File: src/rtl/vec_pkg.sv
// Shared vector-datapath definitions.
// Holds the register width and register-address width that the ALU, the
// register file and the writeback stage must agree on. It also holds the
// retired-counter width and the writeback FSM state type.
package vec_pkg;

    localparam int DATA_W     = 512;  // one vector register / one ALU result half
    localparam int REG_ADDR_W = 3;    // 8 vector registers
    localparam int CNT_W      = 16;   // retired-instruction counter width

    typedef enum logic [1:0] {
        IDLE     = 2'd0,
        CAPTURE  = 2'd1,
        WRITE_LO = 2'd2,
        WRITE_HI = 2'd3
    } wb_state_e;

endpackage

File: src/rtl/vec_writeback.sv
// vec_writeback: vector writeback stage directly downstream of the vector ALU.
//
// An accepted issue is latched in IDLE. In CAPTURE the ALU result halves
// (A3 low, A4 high) are registered. The result is then written to the
// register file as one beat (add) or two beats (mul: lo -> rd, hi -> rd+1).
// While a result is pending, issue_ready is low so the ALU is not re-triggered.
//
// Ports
//   clk, reset        : single clock, synchronous active-high reset
//   issue_valid/_mul/_rd, issue_ready : issue side (ready only in IDLE)
//   A3, A4            : ALU result low/high half, valid in the CAPTURE cycle
//   wb_valid/wb_ready, wb_addr, wb_data : register-file write port
//   retired           : count of fully written-back instructions (wraps)
//   busy              : FSM not in IDLE
//   dbg_state         : current FSM state, for observation
//
// Handshake: a beat transfers on a cycle where wb_valid && wb_ready.
// Once wb_valid rises, wb_addr/wb_data are held until that transfer.
// wb_valid only falls after a transfer, or on reset.
// The wb_* outputs are decoded from registered state only; wb_ready steers
// only the next state.
module vec_writeback
    import vec_pkg::*;
(
    input  logic                  clk,
    input  logic                  reset,
    input  logic                  issue_valid,
    input  logic                  issue_mul,
    input  logic [REG_ADDR_W-1:0] issue_rd,
    output logic                  issue_ready,
    input  logic [DATA_W-1:0]     A3,
    input  logic [DATA_W-1:0]     A4,
    output logic                  wb_valid,
    input  logic                  wb_ready,
    output logic [REG_ADDR_W-1:0] wb_addr,
    output logic [DATA_W-1:0]     wb_data,
    output logic [CNT_W-1:0]      retired,
    output logic                  busy,
    output wb_state_e             dbg_state
);

    wb_state_e             r_state;
    wb_state_e             w_next_state;
    logic                  r_mul;
    logic [REG_ADDR_W-1:0] r_rd;
    logic [DATA_W-1:0]     r_lo_buf;
    logic [DATA_W-1:0]     r_hi_buf;  // for add this is just the carry-out, never written
    logic [CNT_W-1:0]      r_retired;
    logic                  w_accept;
    logic                  w_retire;
    logic [REG_ADDR_W-1:0] w_rd_hi;

    // Second mul beat targets rd+1; truncation makes register 7 wrap to 0.
    assign w_rd_hi = r_rd + 1'b1;

    always_ff @(posedge clk) begin
        if (reset) begin
            r_state <= IDLE;
        end else begin
            r_state <= w_next_state;
        end
    end

    always_comb begin
        w_next_state = r_state;
        issue_ready  = 1'b0;
        wb_valid     = 1'b0;
        wb_addr      = '0;
        wb_data      = '0;
        w_accept     = 1'b0;
        w_retire     = 1'b0;
        case (r_state)
            IDLE: begin
                issue_ready = 1'b1;
                if (issue_valid) begin
                    w_accept     = 1'b1;
                    w_next_state = CAPTURE;
                end
            end
            CAPTURE: begin
                w_next_state = WRITE_LO;
            end
            WRITE_LO: begin
                wb_valid = 1'b1;
                wb_addr  = r_rd;
                wb_data  = r_lo_buf;
                if (wb_ready) begin
                    if (r_mul) begin
                        w_next_state = WRITE_HI;
                    end else begin
                        w_retire     = 1'b1;
                        w_next_state = IDLE;
                    end
                end
            end
            WRITE_HI: begin
                wb_valid = 1'b1;
                wb_addr  = w_rd_hi;
                wb_data  = r_hi_buf;
                if (wb_ready) begin
                    w_retire     = 1'b1;
                    w_next_state = IDLE;
                end
            end
            default: begin
                w_next_state = IDLE;
            end
        endcase
    end

    always_ff @(posedge clk) begin
        if (reset) begin
            r_mul     <= 1'b0;
            r_rd      <= '0;
            r_lo_buf  <= '0;
            r_hi_buf  <= '0;
            r_retired <= '0;
        end else begin
            if (w_accept) begin
                r_mul <= issue_mul;
                r_rd  <= issue_rd;
            end
            // The ALU result of the issue cycle is presented one cycle later.
            if (r_state == CAPTURE) begin
                r_lo_buf <= A3;
                r_hi_buf <= A4;
            end
            if (w_retire) begin
                r_retired <= r_retired + 1'b1;
            end
        end
    end

    assign retired   = r_retired;
    assign busy      = (r_state != IDLE);
    assign dbg_state = r_state;

endmodule

File: config.mk
export PLATFORM = sky130hd
export DESIGN_NAME = vec_writeback
export DESIGN_NICKNAME = d
export VERILOG_FILES = /design/src/rtl/vec_pkg.sv /design/src/rtl/vec_writeback.sv
export SDC_FILE = /design/constraint.sdc
export NUM_CORES = 2
export LEC_CHECK = 0
export BUFFER_PORTS_ARGS = -buffer_cell sky130_fd_sc_hd__buf_2
export CAP_MARGIN = 20
export CORE_AREA = 3 3 606 608
export DETAILED_ROUTE_END_ITERATION = 16
export DIE_AREA = 0 0 609 611
export PLACE_DENSITY_LB_ADDON = 0.15
export SYNTH_ARGS = -nofsm -noshare
export SYNTH_HDL_FRONTEND = slang
export SYNTH_SLANG_ARGS = --single-unit
export TNS_END_PERCENT = 20
File: constraint.sdc
create_clock -name clk -period 4.14 [get_ports clk]
set_input_delay 0.414 -clock clk [delete_from_list [all_inputs] [get_ports clk]]
set_output_delay 0.414 -clock clk [all_outputs]
set_load 0.01 [all_outputs]
-- Word-level counts from Yosys, hierarchy flattened
Index checks and enable logic that the tools add are counted.
- register bits: 1046
- bits of input ports: 1032
- output and inout port bits: 536
- logic and storage cells: 33
- add/subtract/negate cells: 2
- eq/ne operators: 6
- mux-type cells: 15
- reductions and logical operators: 4
- operator list (cell ; count):
    one-hot mux 512 bit (2 select lines) ; 1
    adder 16 x 1 -> 16 bit (second input constant) ; 1
    two-way mux 2 bit ; 4
    one-hot mux 2 bit (4 select lines) ; 1
    two-way mux 1 bit ; 7
    inequality test 2 bit (second input constant) ; 3
    one-hot mux 3 bit (2 select lines) ; 1
    equality test 2 bit (second input constant) ; 2
    adder 3 x 1 -> 3 bit (second input constant) ; 1
    AND reduction 3 bit ; 1
    equality test 2 x 1 -> 1 bit (second input constant) ; 1
    logical NOT 2 bit ; 1
    one-hot mux 1 bit (2 select lines) ; 1
    nonzero test 2 bit ; 1
    OR reduction 2 bit ; 1

-- Logic depth before layout (Yosys ltp)
- depth after elaboration: 3
- depth in mapped cells: 8
- depth with buffers taken out: 5

-- Worst setup path before layout
No wires, ideal clock.
- path type: flip-flop to output port
- start: reg r_state[0] (netlist: dbg_state[0])
- end: out wb_addr[2]
- arrival: 1538 ps
- data required time: 3726 ps
- slack: 2188 ps
- cell stages (with the launch flop): 8
- buffers on the path: 4
- path through: dfxtp_1 -> buf_4 -> buf_2 -> buf_2 -> buf_2 -> nand2_1 -> xnor2_1 -> and2_1
- longest elaborated chain between the ends: 2
- elaborated cells between the ends (all ways): 3
- those cells by class: eq/ne (2); mux (1)
- RTL lines (what ; line ; source):
    start: declaration ; vec_writeback.sv:42 ; wb_state_e r_state;
    start signal: assignment ; vec_writeback.sv:60 ; r_state <= w_next_state;
    equality test 2 bit ; vec_writeback.sv:72 ; case (r_state)
    one-hot mux 3 bit (2 select lines) * ; vec_writeback.sv:72 ;
    end: declaration ; vec_writeback.sv:35 ; output logic [REG_ADDR_W-1:0] wb_addr,
Mark *: on every way between the ends. The rest lies on a longest branch, timed or not.

-- Final worst setup path
- start: reg r_state[0] (netlist: dbg_state[0])
- end: out wb_data[270]
- longest elaborated chain between the ends: 2
- elaborated cells between the ends (all ways): 3
- those cells by class: eq/ne (2); mux (1)
- RTL lines (what ; line ; source):
    equality test 2 bit ; vec_writeback.sv:72 ;
    one-hot mux 512 bit (2 select lines) * ; vec_writeback.sv:72 ;
    end: declaration ; vec_writeback.sv:36 ; output logic [DATA_W-1:0] wb_data,
Marked as above.

==> impl.org <==
** Floorplanning
- For this configuration, the core starts out at a cell density of 0.1230.
- Top-level I/O count :: approximately 1600
- X dimension of the die :: ~610 um
- From bottom edge to top edge, the die measures 611 um.
- The floorplan step defined a core boundary enclosing roughly 360000 um2.
- The floorplan has about 220 rows.
- The die covers approximately 370000 um2.

** Placed design
- Placed cell area :: 58060 um2
- At the end of routability-driven placement, the weighted congestion stood at around 0.95.
- Summed over all nets, the half-perimeter wirelength after detailed placement is roughly 230 mm.
- Port-buffer cells :: 1567

** Clock tree
- The H-tree was split into 4 levels.
- Maximum buffer depth of the clock tree :: 4
- Count of buffers added by post-CTS timing repair for setup :: 0
- Skew-Pair Late Insertion Delay :: slightly above 0.8 ns
- TritonCTS built the clock tree.
- Cell at the root of the clock tree :: sky130_fd_sc_hd__clkbuf_16
- Number of clock sinks :: between 1000 and 1500
- Clock Pin Slew Worst Setup and Hold Paths :: 0.05 ns
- TritonCTS created 149 clock buffers.

** Logic synthesis
- Sorting the synthesized cells by area gives the leading types as sky130_fd_sc_hd__dfxtp_1, sky130_fd_sc_hd__nand2_1, sky130_fd_sc_hd__a21oi_1, sky130_fd_sc_hd__mux2i_1, sky130_fd_sc_hd__nor2b_1.
- Counting every net in the synthesized netlist gives a little under 7000.
- The most used flip-flop cell after synthesis is sky130_fd_sc_hd__dfxtp_1.
- A synthesized cell averages 7.812 um2.
- Proportion of netlist area held by the largest area contributor :: 0.4701
- Synthesized instance count :: approximately 5700
- Of the synthesized area, sequential elements account for 0.4701.
- In this run, synthesis inferred 0 flip-flops with an integrated enable.
- The biggest area contributor in the post-synthesis netlist is sky130_fd_sc_hd__dfxtp_1.
- Library cells used by synthesis :: 28
- Seq cells post-synth :: approximately 1000
- Of all flip-flops after synthesis, the portion carrying an async set or reset was 0.
- Warnings from Yosys :: 0
- Synthesized cell area :: about 45000 um2

** Cells and area
- Final non-filler cell area :: ~73000 um2
- Final Net Count :: 9142
- Total area of multi-input combinational cells :: 21740 um2
- Layout cell share with drive strength beyond 1 :: 0.2336
- Number of filler cells placed in the layout :: around 40000
- Sequential cell area :: 20950 um2
- Compared with the post-synthesis result, the final layout area differs by 64.96%.

** Worst setup path
- Worst R2R Setup Slack :: between 0.9 and 1 ns
- Worst setup path startpoint :: dbg_state[0]$_SDFFE_PP0P_
- Worst Setup End Kind :: output pin
- Of all nets on the critical path, the largest fanout is 23.
- The worst register-to-register path begins at dbg_state[0]$_SDFFE_PP0P_.
- Data on the critical path is required at its endpoint by 3.73 ns.
- R2r endpoint :: r_rd[1]$_SDFFE_PP0P_
- Dominant delay contributor by cell family on the critical path :: buffers and inverters
- Number of buffers and inverters on the critical path :: 4
- For this run, the slowest stage of the critical path takes between 0.7 and 0.8 ns.
- The worst setup path is launched from a flop.
- Worst Setup Path Type :: flop to output pin
- Crit path cell chain :: buf_12, buf_4, mux2i_2, buf_4, nor2b_1, buf_2
- STA puts the critical path data arrival time at ~3.2 ns.
- Slowest-stage cell, CP :: sky130_fd_sc_hd__dfxtp_4
- Most common cell type on the critical path :: sky130_fd_sc_hd__buf_4
- Number of cells traversed by the worst register-to-register path :: 6

** Hold path
- Along the worst hold path, the cell count comes to 3.
- The path class of the tightest hold or removal check is input pin to flop.
- The worst hold path begins at A4[340].
- Endpoint of the worst hold path :: r_hi_buf[340]$_SDFFE_PP0N_

** GRT
- The total overflow left after global routing is 0.
- Number of global-route vias before repair :: just over 50000
- The first global-routing pass estimated roughly 400 mm of wire.
- Entering global routing, the biggest net connects roughly 130 pins.
- For this run, the total global-route usage over all layers was measured as 0.1490.
- The initial antenna violation count is 76.

** Timing
- Hold timing on the final database bottoms out at a slack of 0.06085 ns.
- Slew Limit Headroom :: 0.3978
- Setup repair after global routing missed its margin :: no
- The smallest clock period supported by the final layout is computed as between 3 and 4 ns.
- Final count of pins violating max slew :: 0
- Highest achievable clock rate :: 277.3 MHz
- Setup TNS after final layout :: 0 ns
- Transition time at the pin with the least slew margin :: approximately 0.9 ns
- Finish-stage setup viols :: 0
- Of the available clock period, the critical path in the final layout requires 0.8711.
- Number of failing hold endpoints at the final stage :: 0
- Clock tree skew after final layout :: 0.04720 ns

** Pwr
- Power per cell area :: between 300 and 400 nW/um2
- Across the VDD grid, the largest voltage drop is between 200 and 250 uV.
- Static power due to leakage :: 0.02797 uW

** Routing
- WL/cell :: ~22 um
- DRT iter0 DRCs :: ~2600
- Once detail routing completed, the nets flagged for antenna violations numbered 0.
- Total Wirelength :: roughly 300 mm
- Via-to-Cell Ratio :: 3.742
- Across all layers, the routed design uses ~50000 vias.
- First drt pass iteration count :: 6
- Number of DRC violations after detailed routing :: 0

** Job
- Max-cap violations in this run came to 0.

** Status
- Outcome :: completed
## cells in the mapped netlist, types with 6 or more instances
library cell	n
sky130_fd_sc_hd__dfxtp_1	1046
sky130_fd_sc_hd__nand2_1	2059
sky130_fd_sc_hd__nand3_1	12
sky130_fd_sc_hd__buf_1	10
sky130_fd_sc_hd__a21oi_1	1038
sky130_fd_sc_hd__buf_2	111
sky130_fd_sc_hd__mux2i_1	513
sky130_fd_sc_hd__clkbuf_1	339
sky130_fd_sc_hd__nor2_1	10
sky130_fd_sc_hd__o31ai_1	6
sky130_fd_sc_hd__nor2b_1	516
sky130_fd_sc_hd__or4_1	6
## through the flow
step / total power (uW) / setup WS, ns / cells / util
3_5_place_dp: 14820 / 0.7540 / 11720 / 0.1603
3_3_place_gp: 14800 / 0.7568 / 11720 / 0.1603
4_1_cts: 29420 / 0.1156 / 13010 / 0.2025
2_1_floorplan: 12930 / 2.188 / 5702 / -
5_1_grt: 30030 / 0.2657 / 13040 / 0.2027
6_report: 28680 / 0.5337 / 13060 / 0.2029
## cell type report
class	count	area share
clock buffer	221	0.06062
antenna	51	0.001737
clock inverter	36	0.006794
inverter	3	0.0001532
tap	4794	0.08163
timing repair buffer	2717	0.2682
multi-input combinational	4191	0.2958
sequential	1046	0.2851
## worst reg2reg max path, stage by stage, from the launching register on
cell and delay (ns):
sky130_fd_sc_hd__dfxtp_4 0.52, sky130_fd_sc_hd__buf_4 0.38, sky130_fd_sc_hd__nor2_1 0.79, sky130_fd_sc_hd__nand3_1 0.16
sky130_fd_sc_hd__dlygate4sd3_1 0.60, sky130_fd_sc_hd__a21oi_1 0.12, sky130_fd_sc_hd__dlygate4sd3_1 0.55
## where the power goes
group          internal [uW]  leakage [uW]  switching [uW]  total [uW]
clock network           7960       0.00243            5340       13300
registers              10600       0.00852             446       11100
logic                   1960        0.0170            2360        4320
## cells by family (layout without fill, tap and decap cells)
family,count (synthesis),count (layout),share of synthesized area
compound gates,1047,1047,0.1181
xor+xnor,8,8,0.001573
fa+ha+maj,2,2,0.0005617
buf+inv,465,2977,0.04247
flops,1046,1046,0.4701
mux,515,515,0.1158
other cells,0,51,0
simple gates,2619,2619,0.2515
## cell usage in the layout, fill, tap and decap left out, drive strengths merged
cell         Yosys  layout
a21oi         1038    1038
buf            123    1684
nand4            2       2
o21ai            2       2
nor3             1       1
nand2b           3       3
a31o             1       1
dfxtp         1046    1046
mux2i          513     513
or4              6       6
nand3           12      12
diode            0      51
inv              3       9
clkinv           0      19
xnor2            4       4
nand2         2059    2059
and4             2       2
and3             1       1
mux2             2       2
o31ai            6       6
nor2            10      10
clkbuf         339     221
and2             4       4
or3              2       2
bufinv           0       8
xor2             4       4
dlygate4sd3      0    1033
nor2b          516     516
nor4             1       1
clkinvlp         0       3
ha               2       2
## worst max-delay path by stage
stage          cells after the start      endpoint
5_1_grt                            4  wb_data[352]
3_3_place_gp                       4  wb_data[352]
3_5_place_dp                       4  wb_data[352]
2_1_floorplan                      7    wb_addr[2]
4_1_cts                            4  wb_data[352]
6_report                           6  wb_data[270]
## sequential cells by signal, summed over array words and instances (netlist names)
signal	cells
dbg_state	2
r_hi_buf	512
r_lo_buf	512
r_mul	1
r_rd	3
retired	16
## per-layer routing
metal | vias up | routed length [um] | GRT usage
li1 | 23420 | - | -
met3 | 370 | 17870 | 0.03712
met2 | 1364 | 147900 | 0.2710
met4 | 22 | 9420 | 0.04484
met1 | 23690 | 116000 | 0.1700
met5 | - | 130 | 0
## repair_timing
| action | 4_1_cts | 5_1_grt |
|---|---|---|
| endpoints found under the setup margin | 2 | 0 |
| hold buffers | 1033 | 0 |
| resized for setup | 2 | 0 |
| endpoints found under the hold margin | 1028 | 0 |
Power figures use the tool's default switching activity.
